## src/rtl/axi4_lite_addr_map_package.sv

```systemverilog
// Shared AXI4-Lite interconnect package.
// Holds bus widths, the number of masters sharing the interconnect, the
// arbiter state encoding and the AXI response codes.
package axi4_lite_addr_map_package;

    localparam int unsigned ADDR_WIDTH = 32;
    localparam int unsigned DATA_WIDTH = 32;
    localparam int unsigned MASTER_NUM = 2;

    localparam logic [1:0] RESP_OKAY   = 2'b00;
    localparam logic [1:0] RESP_SLVERR = 2'b10;
    localparam logic [1:0] RESP_DECERR = 2'b11;

    typedef enum logic [2:0] {
        IDLE,
        WR_REQ,
        WR_RESP,
        RD_REQ,
        RD_RESP
    } arb_state_t;

endpackage

```

## src/rtl/axi4_lite_rr_picker.sv

```systemverilog
// Combinational round-robin selector.
// Ports:
//   req_i   - request vector, one bit per master
//   ptr_i   - index with highest priority this round
//   found_o - at least one request is pending
//   idx_o   - first requester at or after ptr_i, wrapping modulo N
module axi4_lite_rr_picker #(
    parameter int unsigned N = 2
) (
    input  logic [N-1:0]         req_i,
    input  logic [$clog2(N)-1:0] ptr_i,
    output logic                 found_o,
    output logic [$clog2(N)-1:0] idx_o
);

    localparam int unsigned IdxW = $clog2(N);

    int unsigned cand;

    always_comb begin
        found_o = 1'b0;
        idx_o   = '0;
        cand    = 0;
        for (int unsigned i = 0; i < N; i++) begin
            cand = (32'(ptr_i) + i) % N;
            if (!found_o && req_i[cand[IdxW-1:0]]) begin
                found_o = 1'b1;
                idx_o   = cand[IdxW-1:0];
            end
        end
    end

endmodule

```

## src/rtl/axi4_lite_master_arbiter.sv

```systemverilog
// Round-robin arbiter sharing one AXI4-Lite master port between MASTER_NUM
// requesters. One read or write is in flight at a time; the grant is held
// from arbitration until the response handshake completes.
// Ports:
//   clk, rst            - clock, synchronous active-high reset
//   m_aw*/m_w*/m_b*     - per-master write channels
//   m_ar*/m_r*          - per-master read channels
//   s_*                 - shared downstream port to the interconnect
//   grant_idx           - currently granted master
//   busy                - a transaction is in progress
module axi4_lite_master_arbiter #(
    parameter int unsigned MASTER_NUM = axi4_lite_addr_map_package::MASTER_NUM,
    parameter int unsigned ADDR_WIDTH = axi4_lite_addr_map_package::ADDR_WIDTH,
    parameter int unsigned DATA_WIDTH = axi4_lite_addr_map_package::DATA_WIDTH
) (
    input  logic                                     clk,
    input  logic                                     rst,
    // Per-master side
    input  logic [MASTER_NUM-1:0][ADDR_WIDTH-1:0]    m_awaddr,
    input  logic [MASTER_NUM-1:0]                    m_awvalid,
    output logic [MASTER_NUM-1:0]                    m_awready,
    input  logic [MASTER_NUM-1:0][DATA_WIDTH-1:0]    m_wdata,
    input  logic [MASTER_NUM-1:0][DATA_WIDTH/8-1:0]  m_wstrb,
    input  logic [MASTER_NUM-1:0]                    m_wvalid,
    output logic [MASTER_NUM-1:0]                    m_wready,
    output logic [MASTER_NUM-1:0][1:0]               m_bresp,
    output logic [MASTER_NUM-1:0]                    m_bvalid,
    input  logic [MASTER_NUM-1:0]                    m_bready,
    input  logic [MASTER_NUM-1:0][ADDR_WIDTH-1:0]    m_araddr,
    input  logic [MASTER_NUM-1:0]                    m_arvalid,
    output logic [MASTER_NUM-1:0]                    m_arready,
    output logic [MASTER_NUM-1:0][DATA_WIDTH-1:0]    m_rdata,
    output logic [MASTER_NUM-1:0][1:0]               m_rresp,
    output logic [MASTER_NUM-1:0]                    m_rvalid,
    input  logic [MASTER_NUM-1:0]                    m_rready,
    // Shared downstream side
    output logic [ADDR_WIDTH-1:0]                    s_awaddr,
    output logic                                     s_awvalid,
    input  logic                                     s_awready,
    output logic [DATA_WIDTH-1:0]                    s_wdata,
    output logic [DATA_WIDTH/8-1:0]                  s_wstrb,
    output logic                                     s_wvalid,
    input  logic                                     s_wready,
    input  logic [1:0]                               s_bresp,
    input  logic                                     s_bvalid,
    output logic                                     s_bready,
    output logic [ADDR_WIDTH-1:0]                    s_araddr,
    output logic                                     s_arvalid,
    input  logic                                     s_arready,
    input  logic [DATA_WIDTH-1:0]                    s_rdata,
    input  logic [1:0]                               s_rresp,
    input  logic                                     s_rvalid,
    output logic                                     s_rready,
    // Status
    output logic [$clog2(MASTER_NUM)-1:0]            grant_idx,
    output logic                                     busy
);

    import axi4_lite_addr_map_package::*;

    localparam int unsigned IdxW = $clog2(MASTER_NUM);

    arb_state_t      state_q;
    logic [IdxW-1:0] grant_q;
    logic [IdxW-1:0] ptr_q;
    logic [IdxW-1:0] ptr_next;
    logic            aw_done_q, aw_done_d;
    logic            w_done_q, w_done_d;
    logic            pick_found;
    logic [IdxW-1:0] pick_idx;

    // Only address valids count as requests; a lone W is not a request.
    axi4_lite_rr_picker #(
        .N (MASTER_NUM)
    ) u_picker (
        .req_i   (m_awvalid | m_arvalid),
        .ptr_i   (ptr_q),
        .found_o (pick_found),
        .idx_o   (pick_idx)
    );

    assign ptr_next  = (grant_q == IdxW'(MASTER_NUM - 1)) ? '0 : grant_q + 1'b1;
    assign aw_done_d = aw_done_q | (s_awvalid & s_awready);
    assign w_done_d  = w_done_q  | (s_wvalid  & s_wready);
    assign grant_idx = grant_q;
    assign busy      = (state_q != IDLE);

    always_ff @(posedge clk) begin
        if (rst) begin
            state_q   <= IDLE;
            grant_q   <= '0;
            ptr_q     <= '0;
            aw_done_q <= 1'b0;
            w_done_q  <= 1'b0;
        end else begin
            case (state_q)
                IDLE: begin
                    if (pick_found) begin
                        grant_q <= pick_idx;
                        // Write wins when the winner asserts both AW and AR.
                        state_q <= m_awvalid[pick_idx] ? WR_REQ : RD_REQ;
                    end
                end
                WR_REQ: begin
                    aw_done_q <= aw_done_d;
                    w_done_q  <= w_done_d;
                    if (aw_done_d && w_done_d) begin
                        state_q <= WR_RESP;
                    end
                end
                WR_RESP: begin
                    if (s_bvalid && m_bready[grant_q]) begin
                        state_q   <= IDLE;
                        ptr_q     <= ptr_next;
                        aw_done_q <= 1'b0;
                        w_done_q  <= 1'b0;
                    end
                end
                RD_REQ: begin
                    if (s_arvalid && s_arready) begin
                        state_q <= RD_RESP;
                    end
                end
                RD_RESP: begin
                    if (s_rvalid && m_rready[grant_q]) begin
                        state_q <= IDLE;
                        ptr_q   <= ptr_next;
                    end
                end
                default: state_q <= IDLE;
            endcase
        end
    end

    // Routing is purely combinational from the registered grant and state.
    always_comb begin
        m_awready = '0;
        m_wready  = '0;
        m_bresp   = '0;
        m_bvalid  = '0;
        m_arready = '0;
        m_rdata   = '0;
        m_rresp   = '0;
        m_rvalid  = '0;
        s_awaddr  = '0;
        s_awvalid = 1'b0;
        s_wdata   = '0;
        s_wstrb   = '0;
        s_wvalid  = 1'b0;
        s_bready  = 1'b0;
        s_araddr  = '0;
        s_arvalid = 1'b0;
        s_rready  = 1'b0;
        case (state_q)
            WR_REQ: begin
                s_awaddr           = m_awaddr[grant_q];
                s_awvalid          = m_awvalid[grant_q] & ~aw_done_q;
                m_awready[grant_q] = s_awready & ~aw_done_q;
                s_wdata            = m_wdata[grant_q];
                s_wstrb            = m_wstrb[grant_q];
                s_wvalid           = m_wvalid[grant_q] & ~w_done_q;
                m_wready[grant_q]  = s_wready & ~w_done_q;
            end
            WR_RESP: begin
                m_bvalid[grant_q] = s_bvalid;
                m_bresp[grant_q]  = s_bresp;
                s_bready          = m_bready[grant_q];
            end
            RD_REQ: begin
                s_araddr           = m_araddr[grant_q];
                s_arvalid          = m_arvalid[grant_q];
                m_arready[grant_q] = s_arready;
            end
            RD_RESP: begin
                m_rvalid[grant_q] = s_rvalid;
                m_rdata[grant_q]  = s_rdata;
                m_rresp[grant_q]  = s_rresp;
                s_rready          = m_rready[grant_q];
            end
            default: ;
        endcase
    end

endmodule

```

## config.mk

```make
export PLATFORM = sky130hd
export DESIGN_NAME = axi4_lite_master_arbiter
export DESIGN_NICKNAME = d
export VERILOG_FILES = /design/src/rtl/axi4_lite_addr_map_package.sv /design/src/rtl/axi4_lite_rr_picker.sv /design/src/rtl/axi4_lite_master_arbiter.sv
export SDC_FILE = /design/constraint.sdc
export NUM_CORES = 1
export LEC_CHECK = 0
export ABC_AREA = 1
export BUFFER_PORTS_ARGS = -buffer_cell sky130_fd_sc_hd__buf_2
export CAP_MARGIN = 20
export CORE_AREA = 4 4 168 170
export CTS_BUF_LIST = sky130_fd_sc_hd__clkbuf_8
export DETAILED_ROUTE_END_ITERATION = 6
export DIE_AREA = 0 0 172 174
export SLEW_MARGIN = 0
export SYNTH_ARGS = -nofsm -noshare
export SYNTH_HDL_FRONTEND = slang
export SYNTH_SLANG_ARGS = --single-unit
```

## constraint.sdc

```tcl
create_clock -name clk -period 1.3 [get_ports clk]
set_input_delay 0.13 -clock clk [delete_from_list [all_inputs] [get_ports clk]]
set_output_delay 0.13 -clock clk [all_outputs]
set_load 0.05 [all_outputs]
```

Word level (Yosys, flattened, before mapping). Index checks and enable logic that the tools add are counted.

Input port bits: 253. Output and inout port bits: 189. Word-level logic and storage cells: 120. Register bits after elaboration: 7.

Bitwise gates (word level): 19. Equal/unequal tests: 9. Add/subtract/negate cells: 2. Reductions and logical operators: 15. $lt $le $gt $ge: 5. Mux-type cells: 65.

Operator list (number): $mux 32 (10); $and 64x64->64 (1); $mux 64 (1); $demux 32 s1 (1); $mux 1 (30); $mux 4 (5); $mux 3 (5); $pmux 3 s5 (1); $mux 2 (7); $and 2x2->2 (5); $ne 2x2->1 const B (5); $and 4x4->4 (2); $lt 1x2->1 const B (4); $and 1x1->1 (6); $eq 3x2->1 const B (2); $logic_and 1x1->1 (6); $pmux 1 s2 (3); $reduce_and 5->1 (1); $reduce_and 2->1 (2); $reduce_bool 2->1 (2); $eq 3x1->1 const B (1); $eq 3x3->1 const B (1); $logic_not 3->1 (1); $reduce_and 3->1 (1); other kinds (9) (12).

Depth between registers and ports, before layout.
Word-level depth: 12. Gate-level depth with buffers: 11. Mapped depth without buffers: 10.

By module. Synthesis repeated with hierarchy kept, for this count alone.

Cells, all modules: 636. Area total of the unflattened synthesis: 2807.7 um^2.

By module, submodules not included: axi4_lite_master_arbiter (instances 1, cells each 632, area an instance 2788.9 um^2, seq. area each 140.1 um^2); axi4_lite_rr_picker (instances 1, cells each 4, area an instance 18.8 um^2, seq. area each 0.0 um^2).

Worst setup path after synthesis. No wires, ideal clock.

Path type: register to output. Start point: register grant_q, in the netlist grant_idx. End point: output port s_rready. Arrival time: 2.422 ns. Required time: 1.170 ns. Path buffers: 0. Cell stages (with the launch flop): 3. Setup slack: -1.252 ns. Cells stage by stage: dfxtp_1 -> o21ai_0 -> nor4_1.

Word-level cells in the longest chain between the ends: 3.

Ends and longest elaborated chain: start: declaration (RTL line axi4_lite_master_arbiter.sv:64) `logic [IdxW-1:0] grant_q;`; start signal: assignment (RTL line axi4_lite_master_arbiter.sv:99) `grant_q <= pick_idx;`; $mux 1 (implied by the code) (2 in a row) (RTL line axi4_lite_master_arbiter.sv:178) `s_rready = m_rready[grant_q];`; $mux 1 (RTL line axi4_lite_master_arbiter.sv:154) `case (state_q)`; end: declaration (RTL line axi4_lite_master_arbiter.sv:53) `output logic s_rready,`.

Every way passes these cells. The select of a mux whose other input is x is not followed.

Worst setup path after layout.
Start point: register state_q[0]. End point: output port s_araddr[19].

Word-level cells in the longest chain between the ends: 2.

Ends and longest elaborated chain: start: declaration (RTL line axi4_lite_master_arbiter.sv:63) `arb_state_t state_q;`; start signal: assignment (RTL line axi4_lite_master_arbiter.sv:101) `state_q <= m_awvalid[pick_idx] ? WR_REQ : RD_REQ;`; $eq 3x2->1 (RTL line axi4_lite_master_arbiter.sv:154); $mux 32 (RTL line axi4_lite_master_arbiter.sv:154); end: declaration (RTL line axi4_lite_master_arbiter.sv:47) `output logic [ADDR_WIDTH-1:0] s_araddr,`.

Every way passes these cells.

==> impl_metrics.csv <==
group,metric,value,unit
worst_hold_path,hp-class,"in2reg",
run_status,run_status,"finished with violations",
setup_path,timing.critical_path.cells,"inv_4 > nor3_4 > buf_12 > clkbuf_16 > nand2_2 > clkinvlp_4 > buf_8",
die,start_util,0.1000,
sta,hold_violations,0,
clock_tree,numClockSinks,7,
yosys,netlist_area,2674,sq um
die,die_h,174,microns
route,drt_pre_antenna_iters,6,
yosys,postSynthRegisterBits,7,
global_routing,initial_antenna_violation_count,3,
clock_tree,cts-htree-levels,1,
yosys,fraction_of_post_synthesis_cell_area_in_the_top_cell_type_by_area,0.4226,
clock_tree,cts-buffers-inserted,3,
finish,layout-area-overhead-vs-synth,308.3,%
placement,gp_congestion,0.8407,
route,drt_iter0_drc,164,
run_status,failing_checks,"setup timing",
finish,highest_count_cells_in_the_layout_ignoring_fill_and_taps,"sky130_fd_sc_hd__buf_2, sky130_fd_sc_hd__nand2_1, sky130_fd_sc_hd__buf_6",
setup_path,crit_path_max_fanout,8,
power,total_power,16300,uW
finish,fillerInstances,2568,
route,wirelength,25030,microns
setup_path,critical_path.n_buffers_inverters,5,
power,total_leakage_power,0.005032,uW
setup_path,cp-end-kind,"output pin",
yosys,post_synth_fa_ha_maj_area_fraction,0,
placement,placement.setup.worst_slack,-217.7,ps
global_routing,grt_pass1_vias,6420,
sta,finalClockSkew,2.930,ps
yosys,syn-mean-instance-area,4.292,sq um
sta,hold_ws,154.1,ps
setup_path,worstSetupStartpointType,"flip-flop",
placement,placedCellCount,1448,
global_routing,global_route.overflow_total,0,
placement,dp_hpwl,18450,microns
route,detail_route.vias_per_cell,4.061,
worst_hold_path,timing.hold.worst.start,"rst",
clock_tree,clk_transition_reported_paths,40,ps
setup_path,critical-path-slowest-cell,"sky130_fd_sc_hd__dfxtp_4",
clock_tree,cts_tree,"built",
finish,num-nets-final,1405,
yosys,synth_largest_area_cell,"sky130_fd_sc_hd__nand2_1",
sta,rsz_0062_raised_after_global_routing,"true",
setup_path,rr_worst_depth,11,
worst_hold_path,worstHoldEndpoint,"state_q[2]",
placement,place.port_buffers,441,
sta,setup_viols_final,194,
sta,min_period_over_period,1.296,
setup_path,worst_r2r_endpoint,"state_q[0]",
setup_path,timing.rr.start,"state_q[1]",
yosys,post_synthesis_cells,623,
die,design.core.area,26730,sq um
die,top_level_ports,442,
route,antenna_left,0,
finish,final-seq-area,155.1,sq um
sta,finalWorstPathRequiredPeriod,1685,ps
die,die_w,172,microns
global_routing,grt_first_pass_wirelength,34240,microns
die,design.die.area,29930,sq um
yosys,syn_nets,876,
setup_path,path_delay_family,"buffers and inverters",
setup_path,criticalPathCategory,"reg2out",
worst_hold_path,hold_path_depth,2,
yosys,synth-xor-area-share,0,
yosys,netlist-cell-type-count,23,
power,pwr_density_cell,1493,nW/um^2
sta,final.setup.worst_slack,-384.7,ps
finish,layout_commonest_cell,"sky130_fd_sc_hd__buf_2",
finish,multi_input_area,4287,sq um
clock_tree,cts-root-to-sink-buffers,2,
sta,slew_viol_final,0,
setup_path,cp.arrival,1550,ps
route,avgRoutedWirePerCell,16.76,microns
power,vdd_ir_drop_max,0.5914,mV
route,remaining_drc_errors,0,
yosys,post_synth_main_area_contributors,"sky130_fd_sc_hd__nand2_1, sky130_fd_sc_hd__a21oi_1, sky130_fd_sc_hd__inv_1",
clock_tree,clk-insertion-delay-late,230,ps
route,routed-via-count,6063,
finish,final_cells,1493,
clock_tree,clock_tree.root_cell,"sky130_fd_sc_hd__clkbuf_8",
clock_tree,count_of_hold_fix_buffers_inserted_at_cts,0,
yosys,synth_area_in_simple_gates,0.6022,
global_routing,gr-usage-all-layers,0.1442,
sta,max_slew_margin_vs_limit,0.7773,
flow_run,maxCapViolations,0,
yosys,synth_compound_gate_area_share,0.1624,
yosys,muxShareOfSynthArea,0,
yosys,synth_top_family_by_area,"simple AND/OR/NAND/NOR gates",
finish,drive_gt1_frac,0.8036,
yosys,synthesis.yosys.warnings,0,
setup_path,cp_slowest_stage_delay,380,ps
setup_path,required,1170,ps
setup_path,worst_reg2reg_setup_slack,-350,ps
global_routing,grt_max_degree,24,
yosys,synth-seq-area-share,0.05241,
sta,max_freq,0.5936,GHz
die,rows,60,
sta,worst-slew-pin-transition,333.7,ps
cells in the mapped netlist:
library cell and count:
sky130_fd_sc_hd__o211ai_1 1, sky130_fd_sc_hd__dfxtp_1 7, sky130_fd_sc_hd__inv_1 81, sky130_fd_sc_hd__o21ai_2 1, sky130_fd_sc_hd__nand4_1 1, sky130_fd_sc_hd__buf_2 19, sky130_fd_sc_hd__nand2_1 301, sky130_fd_sc_hd__nor3_4 3
sky130_fd_sc_hd__clkbuf_1 2, sky130_fd_sc_hd__nand3_1 5, sky130_fd_sc_hd__nand3_2 1, sky130_fd_sc_hd__o21ai_1 1, sky130_fd_sc_hd__nor3_2 1, sky130_fd_sc_hd__or2_2 2, sky130_fd_sc_hd__inv_2 3, sky130_fd_sc_hd__o21bai_1 1
sky130_fd_sc_hd__nor3_1 9, sky130_fd_sc_hd__nand2_2 2, sky130_fd_sc_hd__nor2_1 81, sky130_fd_sc_hd__buf_1 19, sky130_fd_sc_hd__nor4_1 1, sky130_fd_sc_hd__o21ai_0 4, sky130_fd_sc_hd__a21oi_1 77
repair_timing:
action | in CTS | in global routing
cloned | 7 | 10
resized for setup | 462 | 128
setup buffers | 19 | 9
endpoints found under the hold margin | 0 | 0
endpoints found under the setup margin | 195 | 196
pin swaps | 25 | 27
stage by stage:
step | setup TNS, ps | cell area [sq um] | util
2_1_floorplan | -23220 | 5095 | -
3_3_place_gp | -29060 | 8212 | 0.3073
3_5_place_dp | -30510 | 8212 | 0.3073
4_1_cts | -64090 | 10120 | 0.3787
5_1_grt | -72430 | 10920 | 0.4085
6_report | -60130 | 10920 | 0.4085
state kept, by name, summed over array words and instances (netlist names):
name,flops
grant_idx,1
w_done_q,1
aw_done_q,1
state_q,3
ptr_q,1
how the worst max path moves through the flow:
stage	startpoint	endpoint	slack (ps)	cells past startpoint
2_1_floorplan	state_q[2]	m_rresp[0]	-340	4
4_1_cts	state_q[2]	m_rresp[3]	-440	6
3_3_place_gp	state_q[0]	s_araddr[31]	-230	6
5_1_grt	state_q[1]	state_q[0]	-470	11
6_report	state_q[0]	s_araddr[19]	-380	7
3_5_place_dp	state_q[0]	s_araddr[31]	-220	6
worst register-to-register path: stages, from the launching register on:
cell                      delay (ps)
sky130_fd_sc_hd__dfxtp_4         350
sky130_fd_sc_hd__buf_4           140
sky130_fd_sc_hd__buf_6           120
sky130_fd_sc_hd__nor3_4          290
sky130_fd_sc_hd__buf_4           170
sky130_fd_sc_hd__nand4_1          60
sky130_fd_sc_hd__nand2_1          80
sky130_fd_sc_hd__nand2_1          60
sky130_fd_sc_hd__nand2_2          90
sky130_fd_sc_hd__nand3_1          80
sky130_fd_sc_hd__nand2_1          70
sky130_fd_sc_hd__inv_1            30
power breakdown:
group	switching [uW]	internal [uW]
registers	97.6	300
clock network	95.3	204
logic	9050	6560
area by class of cell:
| type | count | area share |
|---|---|---|
| diodes | 1 | 0.0002292 |
| repair buffers | 564 | 0.5070 |
| clock buffers | 3 | 0.003782 |
| flip-flops and latches | 7 | 0.01421 |
| clock inverters | 1 | 0.0003438 |
| multi-input cells | 492 | 0.3927 |
| well taps | 341 | 0.03908 |
| inverters | 84 | 0.04264 |
metal layers:
metal / global-route usage / routed length (microns) / up-vias
li1: - / - / 2940
met1: 0.1527 / 8642 / 2787
met2: 0.2945 / 14070 / 314
met3: 0.02843 / 2017 / 22
met4: 0.01638 / 294 / 0
met5: 0 / 0 / -
kinds of logic after synthesis:
family / count (synthesis)
buffers and inverters: 124
and+or+nand+nor: 407
DFF: 7
AOI/OAI and AO/OA: 85
No activity file was read; power rests on OpenSTA's default activity.
